<file path="src/rtl/receiver_pkg.sv">
// receiver_pkg: shared RX slot definitions.
// Header offsets mirror the TX slot so host code reads both alike.
package receiver_pkg;

  typedef enum logic [2:0] {
    RX_IDLE,
    RX_PREAMBLE,
    RX_DATA,
    RX_HDR_WRITE,
    RX_DISCARD
  } rx_state_t;

  localparam int HDR_WORDS = 7;

  localparam logic [7:0] PREAMBLE_BYTE = 8'h55;
  localparam logic [7:0] SFD_BYTE      = 8'hD5;

  localparam logic [31:0] CRC_RESIDUE   = 32'hDEBB20E3;
  localparam logic [31:0] CRC_POLY_REFL = 32'hEDB88320;

  localparam logic [2:0] HDR_LEN     = 3'd0;
  localparam logic [2:0] HDR_TS3     = 3'd1;
  localparam logic [2:0] HDR_TS2     = 3'd2;
  localparam logic [2:0] HDR_TS1     = 3'd3;
  localparam logic [2:0] HDR_TS0     = 3'd4;
  localparam logic [2:0] HDR_HASH_HI = 3'd5;
  localparam logic [2:0] HDR_HASH_LO = 3'd6;

  function automatic logic [31:0] crc32_byte(
    input logic [31:0] c,
    input logic [7:0]  d
  );
    logic [31:0] r;
    r = c ^ {24'h0, d};
    for (int i = 0; i < 8; i++)
      r = r[0] ? ((r >> 1) ^ CRC_POLY_REFL) : (r >> 1);
    return r;
  endfunction

  function automatic logic [31:0] sat_inc(input logic [31:0] v);
    return (v == 32'hFFFF_FFFF) ? v : v + 32'd1;
  endfunction

endpackage

</file>
<file path="src/rtl/receiver_fcs.sv">
// rx_fcs_check: running reflected CRC-32 over DA..FCS.
// crc_ok reflects every byte accepted up to the previous edge.
module rx_fcs_check
  import receiver_pkg::*;
(
  input  logic       clk,
  input  logic       rst_n,
  input  logic       init,
  input  logic       data_en,
  input  logic [7:0] data,
  output logic       crc_ok
);

  logic [31:0] crc;

  always_ff @(posedge clk) begin
    if (!rst_n)
      crc <= 32'hFFFF_FFFF;
    else if (init)
      crc <= 32'hFFFF_FFFF;
    else if (data_en)
      crc <= crc32_byte(crc, data);
  end

  assign crc_ok = (crc == CRC_RESIDUE);

endmodule

</file>
<file path="src/rtl/receiver.sv">
// receiver: GMII RX frame capture into the RX slot RAM.
// Payload lands as it arrives; the slot is published only after its header.
module receiver
  import receiver_pkg::*;
#(
  parameter int MIN_FRAME_LEN = 60,
  parameter int MAX_FRAME_LEN = 1514
) (
  input  logic        gmii_rx_clk,
  input  logic        sys_rst_n,
  input  logic [63:0] global_counter,
  input  logic [7:0]  gmii_rxd,
  input  logic        gmii_rx_dv,
  input  logic        gmii_rx_er,
  output logic [15:0] slot_rx_eth_data,
  output logic [1:0]  slot_rx_eth_byte_en,
  output logic [13:0] slot_rx_eth_addr,
  output logic        slot_rx_eth_wr_en,
  input  logic [13:0] mem_rd_ptr,
  output logic [13:0] mem_wr_ptr,
  output logic [31:0] rx_good_count,
  output logic [31:0] rx_drop_count
);

  localparam int SPACE_NEED =
    HDR_WORDS + (MAX_FRAME_LEN + 5) / 2;

  rx_state_t   state, state_d;
  logic [63:0] ts, ts_d;
  logic [13:0] base, base_d;
  logic [13:0] wptr, wptr_d;
  logic [13:0] ptr_d, addr_d, free;
  logic [15:0] cnt, cnt_d;
  logic [15:0] len, len_d;
  logic [15:0] len_v, half;
  logic [15:0] data_d, hdr_word;
  logic [7:0]  hi, hi_d;
  logic [31:0] fcs, fcs_d;
  logic [31:0] good_d, drop_d;
  logic [2:0]  idx, idx_d;
  logic [1:0]  be_d;
  logic        wr_d, crc_init, crc_en, crc_ok;

  assign free   = mem_rd_ptr - mem_wr_ptr - 14'd1;
  assign crc_en = (state == RX_DATA) && gmii_rx_dv;
  assign len_v  = cnt - 16'd4;
  assign half   = (len + 16'd1) >> 1;

  rx_fcs_check u_fcs (
    .clk     (gmii_rx_clk),
    .rst_n   (sys_rst_n),
    .init    (crc_init),
    .data_en (crc_en),
    .data    (gmii_rxd),
    .crc_ok  (crc_ok)
  );

  always_comb begin
    unique case (idx)
      HDR_LEN:     hdr_word = len;
      HDR_TS3:     hdr_word = ts[63:48];
      HDR_TS2:     hdr_word = ts[47:32];
      HDR_TS1:     hdr_word = ts[31:16];
      HDR_TS0:     hdr_word = ts[15:0];
      HDR_HASH_HI: hdr_word = fcs[31:16];
      HDR_HASH_LO: hdr_word = fcs[15:0];
      default:     hdr_word = '0;
    endcase
  end

  always_comb begin
    state_d  = state;
    ts_d     = ts;
    base_d   = base;
    wptr_d   = wptr;
    cnt_d    = cnt;
    hi_d     = hi;
    fcs_d    = fcs;
    len_d    = len;
    idx_d    = idx;
    ptr_d    = mem_wr_ptr;
    good_d   = rx_good_count;
    drop_d   = rx_drop_count;
    wr_d     = 1'b0;
    addr_d   = '0;
    data_d   = '0;
    be_d     = '0;
    crc_init = 1'b0;
    unique case (state)
      RX_IDLE: begin
        if (gmii_rx_dv && gmii_rxd == PREAMBLE_BYTE)
          state_d = RX_PREAMBLE;
      end
      RX_PREAMBLE: begin
        if (!gmii_rx_dv) begin
          state_d = RX_IDLE;
        end else if (gmii_rxd == SFD_BYTE) begin
          ts_d     = global_counter;
          base_d   = mem_wr_ptr;
          wptr_d   = mem_wr_ptr + 14'(HDR_WORDS);
          cnt_d    = '0;
          crc_init = 1'b1;
          if (free < 14'(SPACE_NEED)) begin
            state_d = RX_DISCARD;
            drop_d  = sat_inc(rx_drop_count);
          end else begin
            state_d = RX_DATA;
          end
        end else if (gmii_rxd != PREAMBLE_BYTE) begin
          state_d = RX_IDLE;
        end
      end
      RX_DATA: begin
        if (gmii_rx_dv) begin
          if (gmii_rx_er || cnt >= 16'(MAX_FRAME_LEN + 4)) begin
            state_d = RX_DISCARD;
            drop_d  = sat_inc(rx_drop_count);
          end else begin
            cnt_d = cnt + 16'd1;
            fcs_d = {fcs[23:0], gmii_rxd};
            if (!cnt[0]) begin
              hi_d = gmii_rxd;
            end else begin
              wr_d   = 1'b1;
              addr_d = wptr;
              data_d = {hi, gmii_rxd};
              be_d   = 2'b11;
              wptr_d = wptr + 14'd1;
            end
          end
        end else begin
          if (cnt[0]) begin
            wr_d   = 1'b1;
            addr_d = wptr;
            data_d = {hi, 8'h00};
            be_d   = 2'b10;
          end
          if (crc_ok && len_v >= 16'(MIN_FRAME_LEN) &&
              len_v <= 16'(MAX_FRAME_LEN)) begin
            len_d   = len_v;
            idx_d   = '0;
            state_d = RX_HDR_WRITE;
          end else begin
            drop_d  = sat_inc(rx_drop_count);
            state_d = RX_IDLE;
          end
        end
      end
      RX_HDR_WRITE: begin
        if (idx == 3'd7) begin
          ptr_d   = base + 14'(HDR_WORDS) + half[13:0];
          good_d  = sat_inc(rx_good_count);
          state_d = RX_IDLE;
        end else begin
          wr_d   = 1'b1;
          addr_d = base + 14'(idx);
          data_d = hdr_word;
          be_d   = 2'b11;
          idx_d  = idx + 3'd1;
        end
      end
      RX_DISCARD: begin
        if (!gmii_rx_dv)
          state_d = RX_IDLE;
      end
      default: state_d = RX_IDLE;
    endcase
  end

  always_ff @(posedge gmii_rx_clk) begin
    if (!sys_rst_n) begin
      state               <= RX_IDLE;
      ts                  <= '0;
      base                <= '0;
      wptr                <= '0;
      cnt                 <= '0;
      hi                  <= '0;
      fcs                 <= '0;
      len                 <= '0;
      idx                 <= '0;
      mem_wr_ptr          <= '0;
      rx_good_count       <= '0;
      rx_drop_count       <= '0;
      slot_rx_eth_wr_en   <= 1'b0;
      slot_rx_eth_addr    <= '0;
      slot_rx_eth_data    <= '0;
      slot_rx_eth_byte_en <= '0;
    end else begin
      state               <= state_d;
      ts                  <= ts_d;
      base                <= base_d;
      wptr                <= wptr_d;
      cnt                 <= cnt_d;
      hi                  <= hi_d;
      fcs                 <= fcs_d;
      len                 <= len_d;
      idx                 <= idx_d;
      mem_wr_ptr          <= ptr_d;
      rx_good_count       <= good_d;
      rx_drop_count       <= drop_d;
      slot_rx_eth_wr_en   <= wr_d;
      slot_rx_eth_addr    <= addr_d;
      slot_rx_eth_data    <= data_d;
      slot_rx_eth_byte_en <= be_d;
    end
  end

endmodule
</file>
<file path="config.mk">
export PLATFORM = sky130hd
export DESIGN_NAME = receiver
export DESIGN_NICKNAME = d
export VERILOG_FILES = /design/src/rtl/receiver_pkg.sv /design/src/rtl/receiver_fcs.sv /design/src/rtl/receiver.sv
export SDC_FILE = /design/constraint.sdc
export NUM_CORES = 1
export LEC_CHECK = 0
export BUFFER_PORTS_ARGS = -buffer_cell sky130_fd_sc_hd__buf_4
export CAP_MARGIN = 5
export CELL_PAD_IN_SITES_DETAIL_PLACEMENT = 1
export CELL_PAD_IN_SITES_GLOBAL_PLACEMENT = 2
export CORE_MARGIN = 2
export CORE_UTILIZATION = 31
export DETAILED_ROUTE_END_ITERATION = 8
export PLACE_DENSITY = 0.76
export SYNTH_ARGS = -nofsm -noshare
export SYNTH_HDL_FRONTEND = slang
export SYNTH_HIERARCHICAL = 1
export SYNTH_SLANG_ARGS = --single-unit
</file>
<file path="constraint.sdc">
create_clock -name gmii_rx_clk -period 10.5 [get_ports gmii_rx_clk]
set_input_delay 2.1 -clock gmii_rx_clk [delete_from_list [all_inputs] [get_ports gmii_rx_clk]]
set_output_delay 2.1 -clock gmii_rx_clk [all_outputs]
set_load 0.1 [all_outputs]
</file>
==> metrics.txt <==
status=complete, no violations; core area=0.0526 mm^2; DP Area=0.0185 mm^2; Fin Hold WS=0.452 ns; clock sink total=312; Yosys reg bits=312; remaining antenna violation count=0; # IOs=201; top routing layer in use=met4; Post-layout nets=2257; Final Slew Violations=0; crit path launch=mem_rd_ptr[1]; Max VDD drop=0.0863 mV; Max FO, Critical Path=47; CTS Buffer Depth=3; most frequent cells in the layout=312 x dfxtp_1, 311 x nand2_1, 219 x buf_4; Routability Congestion=0.803; Netlist cell types=80; hold path startpoint=ts[53]; endpoint type of the worst setup path=flip-flop; input/output buffers=200; Worst-Skew Late Latency=0.56 ns; measured slew at the worst slew-check pin=1.04 ns; Mapped Area=0.0165 mm^2; CTS buffer count=39; grt ovf=0; Power per Cell Area=134 mW/mm^2; 1st-iter DRT viols=929; vias in the first global route=15100; DP HPWL=39.5 mm; Worst setup SP type=primary input; Post-synth EDFFs=0; sequential area share after synthesis=0.379; WL met1=26.5 mm; Post-synth top flop=dfxtp_1; final hold vios=0; post-route cell area=0.0198 mm^2; Synth-to-Final Area Change=19.8%; H-tree depth=2; final setup violation count=0; vias per std cell=5.23; die area=0.0550 mm^2; Worst slew margin=0.304; # DRC=0; WL per Instance=19.4 um; clock slew at reported path FFs=0.05 ns; Resized cells post-CTS=0; Lkg Pwr=7.80 nW; syn nets=2120; most common cell after layout, fill and taps aside=dfxtp_1; Worst Hold Class=flip-flop to flip-flop; Register-to-Register Setup Slack=6.04 ns; ys async rst share=0; final wirelength=54.7 mm; RSZ-0062 raised after global routing=no; min cycle time layout=4.89 ns; CTS tree=built; clock root buffer=clkbuf_16; max frequency=0.205 GHz; # hold bufs at CTS=0; Setup TNS Final=0 ns; Initial Util=0.314; first-pass GRT wire length=87.3 mm; antenna diode count=0; initial antenna violation count=0; Ys Warns=6; WL met3=2.02 mm; CP required=10.98 ns; all-layer global routing usage=0.195; Worst Path Arrival=5.37 ns; share of post-route cells with drive strength above 1=0.147; utilization after layout=0.376; worst clock skew=0.0240 ns; row count=84; setup bufs post-CTS=0; critical path class=primary input to flip-flop; Avg Cell Area, Syn=8.36 um^2; met2 routed WL=24.9 mm; synthesized instance count=1971; origin of the critical flop-to-flop path=state[1]; Die W=235 um; Die Y=235 um; part of the cycle the worst path needs=0.465; max cap viols=0; largest net degree at the start of global routing=127; Pre-antenna DRT Iters=8; DR vias=14800
final timing paths:
path                  endpoint  cells after the start
max          rx_drop_count[16]                     13
min                     ts[53]                      2
max reg2reg  rx_drop_count[16]                      9
min reg2reg             ts[53]                      2
area by class of cell:
type / count / area (um^2)
Fill cell: 6160 / 32800
Multi-Input combinational cell: 1482 / 9560
Sequential cell: 312 / 6250
Timing Repair Buffer: 219 / 1640
Clock buffer: 55 / 1110
Tap cell: 688 / 861
Inverter: 54 / 208
Clock inverter: 11 / 128
routing by layer:
metal | global-route usage | vias to the layer above
met5 | 0 | -
met4 | 0.0524 | 0
met3 | 0.0283 | 79
met2 | 0.316 | 258
met1 | 0.270 | 7218
li1 | - | 7201
synthesized netlist by cell type, types with 11 or more instances:
master    number  area (um^2)
ha_1          56          701
mux2i_1       65          651
xnor3_1       15          338
xnor2_1       91          797
nand3_1       58          290
xor2_1        38          333
nor2_1       193          724
nand2_1      311         1170
a211oi_1      12         90.1
inv_1         53          199
o31ai_1       11         82.6
nor4_1        12         75.1
o211ai_1      27          203
a222oi_1      30          300
nand4_1       30          188
and2_1        15         93.8
nor3_1        30          150
or3_1         16          100
o21ai_0       43          215
nand2b_1      27          169
a22oi_1       19          143
nor2b_1       13         81.3
a21oi_1      191          956
clkbuf_1     103          387
dfxtp_1      312         6250
and3_1        38          238
sequential cells by signal, indices dropped and copies added (netlist names), 16 cells and up:
register / count
ts: 64
fcs: 32
rx_drop_count: 32
rx_good_count: 32
u_fcs/crc: 32
cnt: 16
len: 16
slot_rx_eth_data: 16
power breakdown:
group,internal (mW),switching [mW],leakage (nW)
clock,0.782,0.536,0.611
combinational,0.0706,0.0737,4.67
sequential,1.18,0.0000113,2.51
critical path, cell delays in order:
cell,delay [ns]
buf_4,0.09
inv_1,0.05
fa_1,0.43
nor2b_1,0.22
o21bai_1,0.13
a211oi_1,0.37
o21ai_0,0.18
a32o_1,0.25
a2111oi_2,0.39
a2111oi_2,0.13
buf_4,0.30
nor4b_1,0.47
mux2i_1,0.24
through the flow:
stage,cells,power (mW),worst slack (ns)
floorplan,1971,1.30,5.74
global route,2821,2.74,5.43
detailed placement,2755,1.35,5.09
finish,2821,2.65,5.61
CTS,2821,2.68,5.67
global placement,2755,1.35,5.21
cell families after synthesis:
family,share of synthesized area
adders and majority gates,0.0461
and+or+nand+nor,0.223
AOI/OAI and AO/OA,0.159
DFF,0.379
muxes,0.0408
xor gates and xnor gates,0.109
buffers and inverters,0.0436
Note: power is estimated with default switching activity, not from simulation.
